--- src/rtl/rv16_wb_arb.sv ---
// Writeback arbiter: grants one of ALU/LSU per cycle onto a registered write port and
// tracks pending destination registers. Define RV16_WB_RR_EN for round-robin arbitration.
module rv16_wb_arb #(
  parameter int unsigned DATA = 16
) (
  input  logic            clk,
  input  logic            rst,
  input  logic            alu_valid,
  input  logic [3:0]      alu_rd,
  input  logic [DATA-1:0] alu_data,
  output logic            alu_ready,
  input  logic            lsu_valid,
  input  logic [3:0]      lsu_rd,
  input  logic [DATA-1:0] lsu_data,
  output logic            lsu_ready,
  input  logic            iss_valid,
  input  logic [3:0]      iss_rd,
  input  logic            wb_stall,
  output logic            wb_en,
  output logic [3:0]      wb_addr,
  output logic [DATA-1:0] wb_data,
  output logic [15:0]     busy
);

  logic            grant;
  logic            write;
  logic [3:0]      grant_rd;
  logic [DATA-1:0] grant_data;
  logic            wb_en_q;
  logic [3:0]      wb_addr_q;
  logic [DATA-1:0] wb_data_q;
  logic [15:0]     busy_q, busy_d;

`ifdef RV16_WB_RR_EN
  // ptr_q = 0 favours the ALU on contention, 1 favours the LSU.
  logic ptr_q, ptr_d;

  always_comb begin
    alu_ready = ~wb_stall & alu_valid & (~lsu_valid | ~ptr_q);
    lsu_ready = ~wb_stall & lsu_valid & (~alu_valid | ptr_q);
    ptr_d     = ptr_q;
    if (alu_ready && lsu_valid) begin
      ptr_d = 1'b1;
    end else if (lsu_ready && alu_valid) begin
      ptr_d = 1'b0;
    end
  end

  always_ff @(posedge clk or posedge rst) begin
    if (rst) begin
      ptr_q <= 1'b0;
    end else begin
      ptr_q <= ptr_d;
    end
  end
`else
  always_comb begin
    lsu_ready = ~wb_stall & lsu_valid;
    alu_ready = ~wb_stall & alu_valid & ~lsu_valid;
  end
`endif

  always_comb begin
    grant      = alu_ready | lsu_ready;
    grant_rd   = lsu_ready ? lsu_rd : alu_rd;
    grant_data = lsu_ready ? lsu_data : alu_data;
    // x0 grants are consumed without producing a write.
    write      = grant & (grant_rd != 4'd0);
  end

  // Issue-side set is applied after the grant-side clear so a same-cycle set wins.
  always_comb begin
    busy_d = busy_q;
    if (grant) begin
      busy_d[grant_rd] = 1'b0;
    end
    if (iss_valid) begin
      busy_d[iss_rd] = 1'b1;
    end
    busy_d[0] = 1'b0;
  end

  always_ff @(posedge clk or posedge rst) begin
    if (rst) begin
      wb_en_q   <= 1'b0;
      wb_addr_q <= '0;
      wb_data_q <= '0;
      busy_q    <= '0;
    end else begin
      wb_en_q <= write;
      busy_q  <= busy_d;
      if (write) begin
        wb_addr_q <= grant_rd;
        wb_data_q <= grant_data;
      end
    end
  end

  assign wb_en   = wb_en_q;
  assign wb_addr = wb_addr_q;
  assign wb_data = wb_data_q;
  assign busy    = busy_q;

endmodule
--- config.mk ---
export PLATFORM = sky130hd
export DESIGN_NAME = rv16_wb_arb
export DESIGN_NICKNAME = d
export VERILOG_FILES = /design/src/rtl/rv16_wb_arb.sv
export SDC_FILE = /design/constraint.sdc
export NUM_CORES = 1
export LEC_CHECK = 0
export ABC_AREA = 1
export BUFFER_PORTS_ARGS = -buffer_cell sky130_fd_sc_hd__buf_2
export CAP_MARGIN = 20
export CORE_UTILIZATION = 30
export CTS_CLUSTER_DIAMETER = 40
export DETAILED_ROUTE_END_ITERATION = 10
export GPL_TIMING_DRIVEN = 1
export HOLD_SLACK_MARGIN = 0.08
export PLACE_DENSITY = 0.53
export SLEW_MARGIN = 10
export SYNTH_ARGS = -nofsm -noshare
export SYNTH_HDL_FRONTEND = slang
export SYNTH_SLANG_ARGS = --single-unit
--- constraint.sdc ---
create_clock -name clk -period 1.2 [get_ports clk]
set_input_delay 0.18 -clock clk [delete_from_list [all_inputs] [get_ports clk]]
set_output_delay 0.18 -clock clk [all_outputs]
set_load 0.02 [all_outputs]
# --- After elaboration in Yosys (flattened, before gate mapping) ---
# Cells that the tools add are included.
word_totals:
  wordCells: 29
  ramBits: 0
  output_inout_bits: 39
  inputBits: 50
  mem_count: 0
  regBits: 36
  romBits: 0
  latchBits: 0
op_classes:
  bitwise_logic: 10
  n_eq_ne: 0
  order_cmp: 4
  addsub: 0
  n_reduce_logical: 3
  n_shift: 0
  multipliers: 0
  n_div: 0
  n_mux: 8
op_table:
  columns: ["op", "count"]
  rows:
  - ["$mux W16", 3]
  - ["$and A16 B16 Y16", 1]
  - ["$not A16 Y16", 1]
  - ["$or A16 B16 Y16", 1]
  - ["$lt A4 B5 Y1 const B", 2]
  - ["$demux W1 S4", 2]
  - ["$ge A4 B1 Y1 const B", 2]
  - ["$and A1 B1 Y1", 4]
  - ["$mux W4", 1]
  - ["$reduce_bool A4 Y1", 1]
  - ["$logic_and A1 B1 Y1", 2]
  - ["$mux W1", 2]
  - ["$not A1 Y1", 2]
  - ["$or A1 B1 Y1", 1]

# --- Longest topological paths before layout ---
depth:
  ltp_word: 12
  ltp_mapped: 10
  mapped_depth_nobuf: 10

# --- Least setup slack after synthesis ---
# Ideal clock, no wire load.
synth_timing:
  kind: "input port to flip-flop"
  start: "in lsu_valid"
  end: "reg wb_data_q[0], in the netlist wb_data[0]"
  setup_time_ps: 117
  t_arrival_ps: 1034
  required_ps: 1083
  slack_ps: 49
  path_stages: 9
  cell_sequence: "buf_4 > nand2_4 > nand2_1 > nand2_2 > nor2_2 > nand2_4 > buf_2 > nand3_1 > nand2_1"
synth_between:
  elab_chain_cells: 4
synth_rtl:
  columns: ["item", "line_no", "source"]
  rows:
  - ["start, declared", "12", "input logic lsu_valid,"]
  - ["$and A1 B1 Y1 / $not A1 Y1 (equally long branches)", "58, 59", null]
  - ["$mux W4 / $and A1 B1 Y1 (equally long branches)", "65, 59", null]
  - ["$reduce_bool A4 Y1 / $or A1 B1 Y1 (equally long branches)", "68, 64", null]
  - ["$and A1 B1 Y1", "68", "write = grant & (grant_rd != 4'd0);"]
  - ["end signal, assigned", "94", "wb_data_q <= grant_data;"]
  - ["end, declared", "31", "logic [DATA-1:0] wb_data_q;"]
# Several ways; a longest one is shown, not always the timed one.
# A chain may end at the register's enable or synchronous reset.

# --- Worst setup path in the final report ---
layout_timing:
  start: "in lsu_valid"
  end: "out lsu_ready"
layout_between:
  elab_chain_cells: 1
layout_rtl:
  columns: ["item", "line_no", "source"]
  rows:
  - ["$and A1 B1 Y1", "58", "lsu_ready = ~wb_stall & lsu_valid;"]
  - ["end, declared", "15", "output logic lsu_ready,"]
# No other way between the ends.

==> impl_metrics.ini <==
[clock_network]
cts.sinks = 36
cts_buffer_depth = 2
cts_tree = built
clk_latency_ns = 0.29
cts-root-buf = clkbuf_8
cts.clk_slew.worst_paths_ns = 0.07
cts_made_buffers = 5
htree_levels = 2

[yosys]
synth-xor-area-share_pct = 0
ys_seq_area_share_pct = 46.8
syn_avg_cell_area_um2 = 7.16
yosys_warnings = 0
ys_ff_latch = 36
synth-simple-area-share_pct = 43.5
ys_types = 19
syn_nets = 319
synthMuxAreaShare_pct = 0
synthesis.area_um2 = 1930
synth_compound_area_share_pct = 1.82
synth_top_family_by_area = simple AND/OR/NAND/NOR gates
synth-adder-area-share_pct = 0
netlist_instances = 269

[setup_path]
worst-setup-path-type = in2out
worstPathArrival_ns = 0.93
cp_cell_sequence = buf_2, buf_4, inv_1, nor2_4, buf_6, buf_4
crit_fanout = 7
critical-path-max-stage-delay_ns = 0.17
crit_slowest_cell = buf_2
worstPathRequired_ns = 1.02
r2r_slack_ns = 0.56
end_kind = output port
startpoint_type = input pin
cp_common_cell = buf_4

[drt]
via_count = 1960
wl_mm = 5.02
firstDrtPassIters = 4
post_drt_wl_per_cell_um = 11.1
drt_iter0_markers = 54
vias_per_cell = 4.35
drc_errors = 0
ant_nets = 0

[floorplan]
die_x_um = 82.1
dieArea_um2 = 6750
core_area_um2 = 6060
die_y_um = 82.1
rows = 28
initial_utilization_pct = 31.8
io_pins = 89

[power]
power.switching_mw = 1.36
seqPwrFrac_pct = 40.9
ir_drop_uv = 755
power_mw = 3.90
powerDensity_nw_per_um2 = 1450
intPower_mw = 2.55
clock_power_share_pct = 26.6
swShare_pct = 34.8
leakage_nw = 1.61
pwr-share-comb_pct = 32.4

[global_route]
grt_pass1_wl_mm = 7.77
grt_max_degree = 37
grt_overflow = 0
grt_pass1_vias = 1730
grt_usage_pct = 15.4
antenna_found_initial = 0

[final_layout]
drive_above_1_share_pct = 34.3
n_fill_cell = 649
n_antenna_cell = 0
final_nets = 425
layout.cells.non_filler = 451
area_growth_pct = 39.9

[job]
maxCapViolCount = 0

[sta]
rsz0062_at_grt = no
min_period_ns = 1.11
fin_tns_setup_ns = 0
setup_viol = 0
slew_viol_final = 0
fin_worst_skew_ns = 0
fmax_ghz = 0.900
worst_hold_slack_ns = 0.180
setup_ws_ns = 0.0884
fin_crit_sh_pct = 92.6
hold_viol = 0

[placed_design]
gp_congestion = 0.742
placedCellCount = 438
dpl_worst_slack_ns = -0.123
io_buffers = 87
hpwl_mm = 3.75

[min_path]
hp-class = in2reg

[run_status]
status = complete, no violations
final timing paths:
kind,start,to,cells after the start
min in group asynchronous,rst,wb_data[2]$_DFFE_PP0P_,4
max reg2reg,busy[13]$_DFF_PP0_,busy[13]$_DFF_PP0_,2
min reg2reg,wb_data[6]$_DFFE_PP0P_,wb_data[6]$_DFFE_PP0P_,2
max in group asynchronous,rst,busy[14]$_DFF_PP0_,4
max,lsu_valid,lsu_ready,6
min,iss_valid,busy[1]$_DFF_PP0_,3
state kept, by name, indices dropped and copies added, names as in the netlist:
signal / cells
wb_data: 16
wb_addr: 4
wb_en: 1
busy: 15
power by group through the flow:
stage | logic [mW] | registers [mW] | clock network, mW
floorplan | 0.443 | 1.93 | 0
global placement | 1.25 | 1.62 | 0
detailed placement | 1.27 | 1.62 | 0
CTS | 1.27 | 1.60 | 1.09
global route | 1.40 | 1.63 | 1.13
finish | 1.27 | 1.60 | 1.04
cells by family after synthesis:
family | Yosys count
AO/OA/AOI/OAI | 7
flip-flops | 36
AND/OR/NAND/NOR | 197
other | 1
buffers and inverters | 28
synthesized netlist by cell type (all sizes together):
library cell	number	area [um2]
clkbuf	1	3.75
o21ai	7	35.0
nand3b	1	7.51
nand3	25	130
dfrtp	36	901
inv	18	67.6
nor3	3	15.0
buf	9	77.6
nor2	10	50.1
conb	1	3.75
nand2	158	636
area by class of cell:
cell class	instances	area, um2	area share, %
clock inverter	2	35.0	1.30
inverter	18	67.6	2.51
sequential	36	901	33.4
tap	75	93.8	3.48
timing repair buffer	109	644	23.9
clock buffer	6	72.6	2.69
multi-input combinational	205	882	32.7
layer usage:
layer / global-route usage, % / routed length, um
met1: 19.6 / 2420
met2: 25.2 / 2270
met3: 4.51 / 309
met4: 4.74 / 21
met5: 0 / 0
placed cells by master (no fill, tap or decap), types with 3 or more instances in the layout:
cell type,Yosys,routed
dfrtp_1,36,36
buf_4,3,17
nand3_1,24,24
nand2_2,5,5
clkbuf_8,0,5
buf_2,2,87
inv_1,17,17
buf_12,0,3
nand2_1,149,149
nand2_4,4,4
nor2_1,7,7
o21ai_0,7,7
nor3_1,3,3
what timing repair did:
action / CTS / global route
gates resized for setup: 1 / 2
buffers inserted: 0 / 3
hold endpoints to repair: 36 / 0
cloned: 0 / 1
setup endpoints to repair: 1 / 1
hold buffers: 1 / 0
metrics by stage:
| step | cell area, um2 | utilization, % |
|---|---|---|
| global route | 2700 | 44.5 |
| floorplan | 1930 | - |
| global placement | 2540 | 41.9 |
| CTS | 2660 | 43.9 |
| finish | 2700 | 44.5 |
| detailed placement | 2540 | 41.9 |
critical path, delay by kind of cell:
family,cells,cell delay (ns)
and+or+nand+nor,1,0.11
buffers and inverters,5,0.64
Power figures use the tool's default switching activity.
